[src/rtl/ysyx_2022040010_shift_ex.sv]
// ysyx_2022040010_shift_ex: RV64 shift execute stage.
// Conditions the operands for the 64-bit and W-variant shifts and feeds the
// 64-bit barrel shifter. Results are held in a 2-entry in-order FIFO, so the
// stage has 1-cycle latency and runs at full throughput when out_ready is high.

module ysyx_2022040010_shift (
   input  logic [63:0] shift_src,
   input  logic [63:0] shift_amount,
   input  logic [2:0]  shift_op,
   output logic [63:0] shift_result
);
   logic [5:0] w_sh;
   logic       w_unused_amt;

   assign w_sh         = shift_amount[5:0];
   assign w_unused_amt = ^shift_amount[63:6];

   // One-hot op with priority SLL > SRL > SRA; no op selected gives 0
   always_comb begin
      shift_result = 64'd0;
      if (shift_op[2])      shift_result = shift_src << w_sh;
      else if (shift_op[1]) shift_result = shift_src >> w_sh;
      else if (shift_op[0]) shift_result = $signed(shift_src) >>> w_sh;
   end
endmodule

module ysyx_2022040010_shift_ex #(
   parameter int RD_W = 5
) (
   input  logic            clk,
   input  logic            rst,
   input  logic            in_valid,
   output logic            in_ready,
   input  logic [2:0]      in_op,
   input  logic            in_word,
   input  logic [63:0]     in_src1,
   input  logic [63:0]     in_src2,
   input  logic [RD_W-1:0] in_rd,
   input  logic            flush,
   output logic            out_valid,
   input  logic            out_ready,
   output logic [63:0]     out_result,
   output logic [RD_W-1:0] out_rd
);
   logic        w_srl;
   logic        w_sra;
   logic [63:0] w_amt;
   logic [63:0] w_src;
   logic [63:0] w_shift_out;
   logic [63:0] w_res;
   logic        w_push;
   logic        w_pop;
   logic        w_unused_src2;

   logic [63:0]     r_res [2];
   logic [RD_W-1:0] r_rd  [2];
   logic            r_wptr;
   logic            r_rptr;
   logic [1:0]      r_count;

   // Decoded with the same priority as the shifter so the right source
   // conditioning is picked when several op bits are set.
   assign w_srl = ~in_op[2] & in_op[1];
   assign w_sra = (in_op == 3'b001);

   assign w_amt         = in_word ? {59'b0, in_src2[4:0]} : {58'b0, in_src2[5:0]};
   assign w_unused_src2 = ^in_src2[63:6];

   // Right shifts of a word must bring in zeros / the word's sign bit
   always_comb begin
      w_src = in_src1;
      if (in_word && w_srl)      w_src = {32'b0, in_src1[31:0]};
      else if (in_word && w_sra) w_src = {{32{in_src1[31]}}, in_src1[31:0]};
   end

   ysyx_2022040010_shift u_shift (
      .shift_src    (w_src),
      .shift_amount (w_amt),
      .shift_op     (in_op),
      .shift_result (w_shift_out)
   );

   assign w_res = in_word ? {{32{w_shift_out[31]}}, w_shift_out[31:0]} : w_shift_out;

   // Ready comes from registered count only; a full FIFO refuses even if it pops
   assign in_ready   = (r_count != 2'd2);
   assign out_valid  = (r_count != 2'd0);
   assign out_result = r_res[r_rptr];
   assign out_rd     = r_rd[r_rptr];

   assign w_push = in_valid & in_ready;
   assign w_pop  = out_valid & out_ready;

   // FIFO storage, pointers and occupancy; reset beats flush beats push/pop
   always_ff @(posedge clk) begin
      if (rst) begin
         r_res[0] <= 64'd0;
         r_res[1] <= 64'd0;
         r_rd[0]  <= '0;
         r_rd[1]  <= '0;
         r_wptr   <= 1'b0;
         r_rptr   <= 1'b0;
         r_count  <= 2'd0;
      end else if (flush) begin
         r_wptr  <= 1'b0;
         r_rptr  <= 1'b0;
         r_count <= 2'd0;
      end else begin
         if (w_push) begin
            r_res[r_wptr] <= w_res;
            r_rd[r_wptr]  <= in_rd;
            r_wptr        <= ~r_wptr;
         end
         if (w_pop) r_rptr <= ~r_rptr;
         if (w_push && !w_pop)      r_count <= r_count + 2'd1;
         else if (!w_push && w_pop) r_count <= r_count - 2'd1;
      end
   end
endmodule

[config.mk]
export PLATFORM = sky130hd
export DESIGN_NAME = ysyx_2022040010_shift_ex
export DESIGN_NICKNAME = d
export VERILOG_FILES = /design/src/rtl/ysyx_2022040010_shift_ex.sv
export SDC_FILE = /design/constraint.sdc
export NUM_CORES = 1
export LEC_CHECK = 0
export CAP_MARGIN = 0
export CELL_PAD_IN_SITES_DETAIL_PLACEMENT = 1
export CELL_PAD_IN_SITES_GLOBAL_PLACEMENT = 2
export CORE_MARGIN = 2
export CORE_UTILIZATION = 36
export CTS_BUF_LIST = sky130_fd_sc_hd__clkbuf_4 sky130_fd_sc_hd__clkbuf_8
export CTS_CLUSTER_SIZE = 16
export DETAILED_ROUTE_END_ITERATION = 8
export GPL_TIMING_DRIVEN = 0
export PLACE_DENSITY_LB_ADDON = 0.1
export SETUP_SLACK_MARGIN = 0.1
export SYNTH_ARGS = -nofsm -noshare
export SYNTH_HDL_FRONTEND = slang
export SYNTH_SLANG_ARGS = --single-unit
[constraint.sdc]
create_clock -name clk -period 3.9 [get_ports clk]
set_input_delay 0.39 -clock clk [delete_from_list [all_inputs] [get_ports clk]]
set_output_delay 0.39 -clock clk [all_outputs]
set_load 0.02 [all_outputs]
Word level (Yosys, flattened, before mapping)
Memory sizes are Yosys's and may differ from the RTL's. A register that Yosys moved wholly into a read port is not among the register bits. Index checks and enable logic that the tools add are counted.

Order comparisons: 0. Add/subtract/negate cells: 2. Reduce and logical (&&, ||, !) cells: 11. Multiply operators: 0. Divide/modulo/power cells: 0. Bitwise operators: 6. Equality and inequality tests: 2. Multiplexer cells: 25. Shift operators: 3.

Operator list (number): 2-to-1 mux 64 bit (7); OR reduction 64 bit (1); << shifter 64 x 6 -> 64 bit (1); right shift 64 x 6 -> 64 bit (1); >>> shifter 64 x 6 -> 64 bit (1); 2-to-1 mux 1 bit (14); 2-to-1 mux 6 bit (1); 2-to-1 mux 5 bit (1); OR reduction 5 bit (1); logical AND 1 bit (4); 2-to-1 mux 2 bit (2); nonzero test 2 bit (2); bitwise AND 1 bit (3); == test 3 x 1 -> 1 bit, second input constant (1); inverter 1 bit (3); adder 2 x 1 -> 2 bit, second input constant (1); zero test 1 bit (2); != test 2 bit, second input constant (1); OR reduction 2 bit (1); subtractor 2 x 1 -> 2 bit, second input constant (1).

RAM bits: 138. Register bits after elaboration: 4. Bits in latches: 0. ROM bits: 0. Bits of input ports: 142. Output and inout port bits: 71. Memories kept: 2. Logic and storage cells: 54.

Memories: r_res (words 2, bits a word 64, read ports 1, clocked after memory_dff 1, wr ports 2, RTL line 55) `logic [63:0] r_res [2];`; r_rd (words 2, bits a word 5, read ports 1, clocked after memory_dff 1, wr ports 2, RTL line 56) `logic [RD_W-1:0] r_rd [2];`.

Depth between registers and ports, before layout
Depth in word-level cells: 10. Depth in mapped cells: 15. Gate-level depth less buffers: 8.

By module
A second synthesis with hierarchy kept.

Cell total of the unflattened synthesis: 1942. Area total of the unflattened synthesis: 17466.8 µm².

By module, submodules not included: ysyx_2022040010_shift (cells an instance 1456, sequential area each 0.0 µm², area each 10921.7 µm², instances 1); ysyx_2022040010_shift_ex (cells an instance 486, sequential area each 4244.1 µm², area each 6545.0 µm², instances 1).

Least setup slack after synthesis
No wires, ideal clock.

Path type: reg2reg. Start: register r_count[0]. End: memory r_rd[1][0] (enable). Setup time: 439 ps. Path buffers: 2. Data required time: 3461 ps. Path slack: 569 ps. Arrival time: 2892 ps. Period minus slack after synthesis: 3331 ps. Cell stages (with the launch flop): 7. Path through: dfxtp_1 -> nand2b_1 -> and2_1 -> clkbuf_1 -> nand3_1 -> clkbuf_1 -> nand2b_1.

RTL lines: from (decl) (RTL line 59) `logic [1:0] r_count;`; from (signal assigned) (RTL line 115) `if (w_push && !w_pop) r_count <= r_count + 2'd1;`; from (signal assigned) (RTL line 116) `else if (!w_push && w_pop) r_count <= r_count - 2'd1;`; to (decl) (RTL line 56).

==> run metrics <==
worst-path fanout max=10; worst setup margin=-0.241 ns; grt ovf=0; synthesis-stage register bit count=143; vias per std cell=7.80; cell area after synthesis=18,200 um^2; RSZ-0062 raised after global routing=true; CP endpoint=r_res[1][15]; crit path time final=4.14 ns; Longest Clk Path Bufs=2; Post-synth EDFFs=138; vias=22,881; GPL Wtd Cong=1.21; antenna violations before repair=11; Placed Cells=2,880; status=complete, but fails checks; FF-to-FF path depth=7; setup slack, reg-to-reg=1.19 ns; total power=6.53 mW; Crit path required time=4.11 ns; Setup CP Type=in -> reg; fraction of registers with async set/reset=0; Clk pin slew, worst setup/hold paths=0.08 ns; Worst setup EP type=flop; most common cell in the synthesized netlist=nor2_1; Area contributors post-synth=edfxtp_1 23%, mux4_2 16%, mux2_2 7.4%, mux2i_1 5.1%, nor2_1 4.8%; Crit path arrival time=4.35 ns; Main synth FF type=edfxtp_1; first-pass GRT wire length=190,000 um; worst slew pin tran=1.30 ns; num rows=82; Detail Route Antenna Nets=0; endpoints failing hold=0; Nets=2,386; proportion of layout cells with a drive suffix above 1=0.271; top cells by count, synth=232 x nor2_1, 182 x nand2_1, 152 x a21oi_1; drt wl/cell=47.9 um; worst clock skew=0.0121 ns; Seq/Total Area, Yosys=0.234; violations in the final reports=negative setup slack; Startpoint Class=input pin; post-place instance area=20,600 um^2; drt drc=0; HPWL Detailed=108,000 um; htree depth=4; CTS Hold Buffers Added=0; Worst Setup SP=in_src2[4]; I/O pin cnt=213; Die Y=229 um; Post-Syn Area per Cell=8.83 um^2; syn_nets=2,200; core area=50,000 um^2; reg2reg end=r_res[1][0]; GRT Total Usage=0.528; Layout Cells excl Fill=2,934; fill count=5,750; Slew headroom=0.135; Max Slew Vio Count=0; design area=22,200 um^2; VDD IR max=0.000168 V; Setup violations, final=30; post-synth top area share=0.228; CTS tree=built; IO buf count=148; Yosys cell types=99; Die Wd=229 um; Ys Warns=0; worst r2r src=r_count[0]; Num CTS Buffers=17; PD cells=294 nW/um^2; CTS sink cnt=143; Reg area=4240 um^2; hold crit path type=in -> reg; Yosys top cell by area=edfxtp_1; Fmax=242 MHz; largest net degree at the start of global routing=51; initial core utilization=0.363; Multi-input gate area=13,600 um^2; DR iter-0 viols=3,938; leakage=7.62 nW; fin crit share=1.06; CTS root buf=clkbuf_8; Layout area overhead=22.4%; vias in the first global route=21,985; Die ar.=52,200 um^2; min-delay src=rst; total wire length=141,000 um; cell count after synthesis=2,057; max-capacitance violation count=0; Pre-Repair DR Iteration Count=7; clk_lat worst skew=0.48 ns
==> worst min-delay path by stage <==
stage                            end  slack [ns]  cells past startpoint
final                           flop        0.38                      2
after global routing      r_count[1]        0.39                      2
after CTS                       flop        0.37                      2
after detailed placement      r_wptr        0.55                      2
after global placement        r_rptr        0.54                      2
after floorplan               r_wptr        0.47                      1
==> report_power, final <==
group          leakage (nW)  internal (mW)  total [mW]  switching (mW)
Combinational          5.96           1.13        3.62            2.49
Clock                 0.179          0.508        1.13           0.620
Sequential             1.48           1.76        1.79          0.0244
Total                  7.62           3.40        6.53            3.14
==> registers in the layout, summed over array words and instances, names as in the netlist, named ones only <==
register  count
r_res       128
r_rd         10
r_rptr        1
r_wptr        1
r_count       2
==> per-stage QoR <==
stage	setup slack, ns	util	hold WS, ns	TNS [ns]
2_1_floorplan	0.569	-	0.467	0
4_1_cts	0.0692	0.433	0.368	0
3_5_place_dp	-1.84	0.412	0.552	-175.53
5_1_grt	-0.000529	0.444	0.388	-0.000529
6_report	-0.241	0.445	0.382	-2.00
3_3_place_gp	-1.86	0.410	0.537	-293.09
==> cells by family (layout without fill, tap and decap cells) <==
| group | count (synthesis) | after routing | share of synthesized area |
|---|---|---|---|
| multiplexers | 347 | 347 | 0.292 |
| AO/OA/AOI/OAI | 675 | 675 | 0.249 |
| buffers and inverters | 260 | 459 | 0.0680 |
| XOR/XNOR | 5 | 5 | 0.00241 |
| flip-flops | 143 | 143 | 0.234 |
| AND/OR/NAND/NOR | 626 | 626 | 0.154 |
| other | 0 | 6 | 0 |
| adder cells (fa/ha/maj) | 1 | 1 | 0.000689 |
==> critical path: stages <==
cell,delay (ns)
clkbuf_2,0.29
inv_1,0.40
buf_1,0.85
clkdlybuf4s15_2,0.69
clkbuf_2,0.52
clkbuf_2,0.55
o2bb2ai_2,0.23
a21oi_1,0.34
nor2_1,0.07
==> per-layer routing <==
layer / track usage / part of all wire / vias to the layer above
li1: - / - / 8450
met1: 0.605 / 0.34 / 11166
met2: 0.745 / 0.40 / 2434
met3: 0.242 / 0.15 / 823
met4: 0.445 / 0.11 / 8
met5: 0.000919 / 0.00035 / -
==> layout by cell type (no fill, tap or decap), types with 31 or more instances in the layout <==
cell type,n
nor2_1,221
nand2_1,177
clkdlybuf4s50_1,145
edfxtp_1,138
a21oi_1,128
mux4_2,127
mux2_2,119
o21ai_0,108
clkbuf_1,89
mux2i_1,73
clkbuf_2,50
nand3_1,47
o22ai_1,42
nor3_1,39
o21ai_1,35
a31oi_1,33
buf_4,31
buf_2,31
==> timing repair <==
action	in CTS	in global routing
setup buffers	8	7
setup endpoints to repair	138	121
resized for setup	200	132
pin swaps	7	8
==> cell type report <==
type	instances	share of cell area
multi-input cells	1654	0.614
flip-flops and latches	143	0.191
repair buffers	167	0.0760
plain buffers	242	0.0616
well taps	672	0.0379
clock buffers	18	0.0109
clock inverters	14	0.00535
inverters	18	0.00304
diodes	6	0.000676
(Power assumes the default switching activity.)
